**src/rtl/johnson_dec_if.sv**
```systemverilog
`default_nettype none
// ============================================================================
// Module   : johnson_dec_if
// Purpose  : Sample and result bus between a Johnson-code source and johnson_dec.
// Revision : 1.0 - initial release
// ============================================================================
interface johnson_dec_if #(
    parameter int N  = 8,
    parameter int CW = 8
);
    localparam int c_W = $clog2(2 * N);

    logic           in_valid;
    logic [N-1:0]   in;
    logic           out_valid;
    logic [c_W-1:0] idx;
    logic           legal;
    logic           fwd;
    logic           bwd;
    logic           hold;
    logic           skip;
    logic           err;
    logic [CW-1:0]  err_cnt;

    modport master (
        output in_valid, in,
        input  out_valid, idx, legal, fwd, bwd, hold, skip, err, err_cnt
    );

    modport slave (
        input  in_valid, in,
        output out_valid, idx, legal, fwd, bwd, hold, skip, err, err_cnt
    );
endinterface
`default_nettype wire

```
**src/rtl/johnson_dec.sv**
```systemverilog
`default_nettype none
// ============================================================================
// Module   : johnson_dec
// Purpose  : Johnson-code decoder/checker: index, step class, error tracking.
// Revision : 1.0 - initial release
// ============================================================================
module johnson_dec #(
    parameter int N  = 8,
    parameter int CW = 8
) (
    input  wire logic       clk,
    input  wire logic       clr,
    johnson_dec_if.slave    bus
);
    localparam int             c_W    = $clog2(2 * N);
    localparam logic [N-1:0]   c_ONES = '1;
    localparam logic [c_W-1:0] c_LAST = c_W'(2 * N - 1);

    logic [N-1:0]   r_in;
    logic           r_pend;
    logic [c_W-1:0] r_prev;
    logic           r_primed;
    logic           r_out_valid;
    logic [c_W-1:0] r_idx;
    logic           r_legal;
    logic           r_fwd;
    logic           r_bwd;
    logic           r_hold;
    logic           r_skip;
    logic           r_err;
    logic [CW-1:0]  r_cnt;

    logic           w_legal;
    logic [c_W-1:0] w_idx;
    logic           w_fwd;
    logic           w_bwd;
    logic           w_hold;
    logic           w_stepped;
    logic           w_skip;
    logic           w_event;

    // Low thermometers give m, high thermometers give 2N-m.
    always_comb begin
        w_legal = 1'b0;
        w_idx   = '0;
        for (int m = 0; m <= N; m++) begin
            if (r_in == (c_ONES >> (N - m))) begin
                w_legal = 1'b1;
                w_idx   = c_W'(m);
            end
        end
        for (int m = 1; m < N; m++) begin
            if (r_in == ~(c_ONES >> m)) begin
                w_legal = 1'b1;
                w_idx   = c_W'(2 * N - m);
            end
        end
    end

    // 2N is not always a power of two, so wrap the neighbours explicitly.
    assign w_fwd     = (r_prev == c_LAST) ? (w_idx == '0)     : (w_idx == r_prev + 1'b1);
    assign w_bwd     = (r_prev == '0)     ? (w_idx == c_LAST) : (w_idx == r_prev - 1'b1);
    assign w_hold    = (w_idx == r_prev);
    assign w_stepped = r_pend & w_legal & r_primed;
    assign w_skip    = w_stepped & ~(w_fwd | w_bwd | w_hold);
    assign w_event   = r_pend & (~w_legal | w_skip);

    always_ff @(posedge clk or posedge clr) begin
        if (clr) begin
            r_in        <= '0;
            r_pend      <= 1'b0;
            r_prev      <= '0;
            r_primed    <= 1'b0;
            r_out_valid <= 1'b0;
            r_idx       <= '0;
            r_legal     <= 1'b0;
            r_fwd       <= 1'b0;
            r_bwd       <= 1'b0;
            r_hold      <= 1'b0;
            r_skip      <= 1'b0;
            r_err       <= 1'b0;
            r_cnt       <= '0;
        end else begin
            r_pend      <= bus.in_valid;
            if (bus.in_valid) begin
                r_in <= bus.in;
            end
            r_out_valid <= r_pend;
            r_legal     <= r_pend & w_legal;
            r_fwd       <= w_stepped & w_fwd;
            r_bwd       <= w_stepped & w_bwd;
            r_hold      <= w_stepped & w_hold;
            r_skip      <= w_skip;
            // An illegal word leaves idx showing the last legal index (= prev).
            if (r_pend && w_legal) begin
                r_idx    <= w_idx;
                r_prev   <= w_idx;
                r_primed <= 1'b1;
            end
            if (w_event) begin
                r_err <= 1'b1;
                if (r_cnt != '1) begin
                    r_cnt <= r_cnt + 1'b1;
                end
            end
        end
    end

    assign bus.out_valid = r_out_valid;
    assign bus.idx       = r_idx;
    assign bus.legal     = r_legal;
    assign bus.fwd       = r_fwd;
    assign bus.bwd       = r_bwd;
    assign bus.hold      = r_hold;
    assign bus.skip      = r_skip;
    assign bus.err       = r_err;
    assign bus.err_cnt   = r_cnt;
endmodule
`default_nettype wire

```
**src/flat_wrapper.sv**
```systemverilog
// flat-port wrapper written by rule: the top's interface ports become plain ports
module johnson_dec_flat 
#(
    parameter int N  = 8,
    parameter int CW = 8
)
  (clk, clr, bus_in_valid, bus_in, bus_out_valid, bus_idx, bus_legal, bus_fwd, bus_bwd, bus_hold, bus_skip, bus_err, bus_err_cnt);
  johnson_dec_if #(.N(N), .CW(CW)) bus_i ();
  input  wire logic clk;
  input  wire logic clr;
  input wire logic [$bits(bus_i.in_valid)-1:0] bus_in_valid;
  input wire logic [$bits(bus_i.in)-1:0] bus_in;
  output wire logic [$bits(bus_i.out_valid)-1:0] bus_out_valid;
  output wire logic [$bits(bus_i.idx)-1:0] bus_idx;
  output wire logic [$bits(bus_i.legal)-1:0] bus_legal;
  output wire logic [$bits(bus_i.fwd)-1:0] bus_fwd;
  output wire logic [$bits(bus_i.bwd)-1:0] bus_bwd;
  output wire logic [$bits(bus_i.hold)-1:0] bus_hold;
  output wire logic [$bits(bus_i.skip)-1:0] bus_skip;
  output wire logic [$bits(bus_i.err)-1:0] bus_err;
  output wire logic [$bits(bus_i.err_cnt)-1:0] bus_err_cnt;
  assign bus_i.in_valid = bus_in_valid;
  assign bus_i.in = bus_in;
  assign bus_out_valid = bus_i.out_valid;
  assign bus_idx = bus_i.idx;
  assign bus_legal = bus_i.legal;
  assign bus_fwd = bus_i.fwd;
  assign bus_bwd = bus_i.bwd;
  assign bus_hold = bus_i.hold;
  assign bus_skip = bus_i.skip;
  assign bus_err = bus_i.err;
  assign bus_err_cnt = bus_i.err_cnt;
  johnson_dec #(.N(N), .CW(CW)) u_core (.clk(clk), .clr(clr), .bus(bus_i));
endmodule
```
**config.mk**
```make
export PLATFORM = sky130hd
export DESIGN_NAME = johnson_dec_flat
export DESIGN_NICKNAME = d
export VERILOG_FILES = /design/src/rtl/johnson_dec_if.sv /design/src/rtl/johnson_dec.sv /design/src/flat_wrapper.sv
export SDC_FILE = /design/constraint.sdc
export NUM_CORES = 1
export LEC_CHECK = 0
export CAP_MARGIN = 25
export CORE_UTILIZATION = 38
export CTS_CLUSTER_DIAMETER = 80
export CTS_CLUSTER_SIZE = 24
export DETAILED_ROUTE_END_ITERATION = 10
export GPL_TIMING_DRIVEN = 0
export SLEW_MARGIN = 15
export SYNTH_ARGS = -nofsm -noshare
export SYNTH_HDL_FRONTEND = slang
export SYNTH_SLANG_ARGS = --single-unit
```
**constraint.sdc**
```tcl
create_clock -name clk -period 3.75 [get_ports clk]
set_input_delay 0.375 -clock clk [delete_from_list [all_inputs] [get_ports clk]]
set_output_delay 0.375 -clock clk [all_outputs]
set_load 0.01 [all_outputs]
```
==> results.yml <==
run_status:
  status: "finished clean"
power_and_ir_drop:
  leakage_nw: 0.952
  powerDensity_nw_per_um2: 565
  finalPower_mw: 1.26
  peakVddDrop_mv: 0.260
clock_network:
  clk_pin_slew_ns: 0.06
  clock_latency_ns: 0.28
  cts_made_buffers: 5
  cts.path.max_buffers: 2
  h-tree-depth: 2
  cts_root_buf: "clkbuf_8"
  cts_hold_buf: 0
  cts.sinks: 29
  cts_resized: 0
  cts_tree: "built"
  post_cts_buffers: 0
yosys:
  ys_warn_count: 0
  synthArstFlopShare_pct: 100
  synth_compound_area_share_pct: 11.6
  synth_seq_area_share_pct: 41.8
  netlist_instances: 160
  yosys.area.top_type: "dfrtp_1"
  synth_top_area_share_pct: 41.8
  synth_top_family_by_area: "simple AND/OR/NAND/NOR gates"
  syn_avg_cell_area_um2: 10.8
  synth.area.top_cells: "dfrtp_1, mux2_2, xnor2_1, nand2_1, nor2_1"
  synth.distinct_cells: 51
  synthMuxAreaShare_pct: 7.79
  synthSimpleGateAreaFrac_pct: 21.4
  netlist_area_um2: 1730
  synth_enable_flop_cells: 0
  synth-adder-area-share_pct: 2.16
  ys.flop_type: "dfrtp_1"
  yosys_register_bits: 29
  syn_nets: 174
  yosys.area_share.xor_xnor_pct: 8.87
setup_path:
  r2r_cells: 10
  arrival_ns: 3.41
  start_kind: "flop"
  cp-end-kind: "flop"
  worstReg2RegStart: "u_core.r_in[1]"
  worstPathRequired_ns: 3.91
  crit_type: "flop to flop"
  startpoint: "u_core.r_in[1]"
  r2r_end: "u_core.bus.err_cnt[6]"
  reg2reg_slack_ns: 0.50
  cp_max_fo: 10
sta:
  period_minus_slack_ns: 3.25
  skew_ns: 0.00433
  slew_violations: 0
  hold_viol: 0
  fin_ws_ns: 0.498
  worst_pin_slew_ns: 0.471
  max-slew-margin-rel_pct: 68.6
  setup_viol: 0
  tns_ns: 0
  period_share_pct: 86.7
  rsz0062_at_grt: "no"
  fmax_mhz: 308
  worst_hold_slack_ns: 0.396
layout:
  nets: 211
  final_area_um2: 2230
  num-fill-cells: 388
  layout_common_cells: "clkdlybuf4s50_1, dfrtp_1, nand2_1"
  fin_cells: 250
  multi_input_area_um2: 898
  seqCellArea_um2: 726
  area_delta_synth_final_pct: 28.8
  drive_above_1_share_pct: 21.2
  diodes: 0
  final_util_pct: 50.9
floorplanning:
  dieWidth_um: 69.6
  rows: 24
  ios: 30
  core_area_um2: 4380
  dieArea_um2: 4840
  start_util_pct: 39.6
  die_h_um: 69.6
grt:
  grt_pass1_wl_um: 6340
  grt_use_total_pct: 16.4
  grt_max_degree: 22
  grt_remaining_overflow: 0
  antenna_found_initial: 0
  grt_pass1_vias: 1357
drt:
  drtIter0Drc: 74
  drc: 0
  wl_per_cell_um: 14.1
  vias: 1324
  antenna_left: 0
  routed_via_density: 5.30
  drt-total-wl_um: 3530
  dr.pass1.iters: 4
job:
  cap_violations: 0
place:
  io_buffers: 29
  place_congestion: 0.975
  pre_cts_ws_ns: 0.536
  dp_cells: 242
  dp_hpwl_um: 2610
  placed_cell_area_um2: 2120
min_path:
  hp-class: "input port to async pin"
==> routing by layer <==
layer	global-route usage (%)	part of all wire, %	vias up
met5	0	0	-
met4	6.58	1.5	0
met3	4.36	4.2	11
met2	25.9	48	42
met1	21.4	46	633
li1	-	-	638
==> worst max-delay path by stage <==
stage | end | slack [ns]
finish | u_core.bus.err_cnt[6] | 0.50
global route | u_core.bus.err_cnt[1] | 0.40
CTS | u_core.bus.err_cnt[6] | 0.51
detailed placement | u_core.bus.err_cnt[6] | 0.54
global placement | u_core.bus.err_cnt[6] | 0.56
floorplan | u_core.bus.err_cnt[6] | 0.75
==> layout make-up <==
type,count,area share (%)
Multi-Input combinational cell,117,40.2
Sequential cell,29,32.5
Timing Repair Buffer,30,14.2
Buffer,8,3.92
Clock buffer,7,3.87
Tap cell,52,2.91
Clock inverter,1,1.34
Inverter,6,1.01
==> critical path, stage by stage (launching register included) <==
cell and delay [ns]:
dfrtp_1 0.39, buf_6 0.14, or4b_4 0.56, a211oi_2 0.23, a31o_2 0.23, xor2_2 0.20
xor2_1 0.10, or4_4 0.55, a41o_4 0.32, nand4b_1 0.10, mux2_1 0.32
==> power by group <==
group | internal [mW] | total [mW] | switching (mW)
registers | 0.376 | 0.450 | 0.0741
logic | 0.264 | 0.482 | 0.218
clock network | 0.216 | 0.329 | 0.113
total | 0.856 | 1.26 | 0.405
==> state kept, by name, indices dropped and copies added (netlist names) <==
signal and flops:
u_core.bus.skip 1, u_core.bus.err_cnt 8, u_core.bus.err 1, u_core.bus.legal 1, u_core.r_in 8, u_core.bus.hold 1, u_core.bus.out_valid 1, u_core.r_pend 1
u_core.r_prev 4, u_core.r_primed 1, u_core.bus.fwd 1, u_core.bus.bwd 1
==> cells in the mapped netlist, types with 2 or more instances <==
cell and instances:
a21o_1 2, a21oi_1 4, and3_2 3, clkbuf_1 4
dfrtp_1 29, ha_1 3, inv_1 6, mux2_1 3
mux2_2 9, nand2_1 15, nand2b_1 2, nand3_1 7
nand4_1 2, nand4b_1 2, nor2_1 13, nor3_1 2
o21a_1 2, o21ai_0 3, o22ai_1 2, o31ai_1 3
or4_4 3, xnor2_1 11, xor2_1 2
==> logic make-up (layout without fill, tap and decap cells) <==
kind of cell	count (synthesis)	count (layout)
AO/OA/AOI/OAI	25	25
XOR/XNOR	15	15
adder cells (fa/ha/maj)	3	3
buffers and inverters	14	52
flip-flops	29	29
multiplexers	12	12
AND/OR/NAND/NOR	62	62
Power figures use the tool's default switching activity.
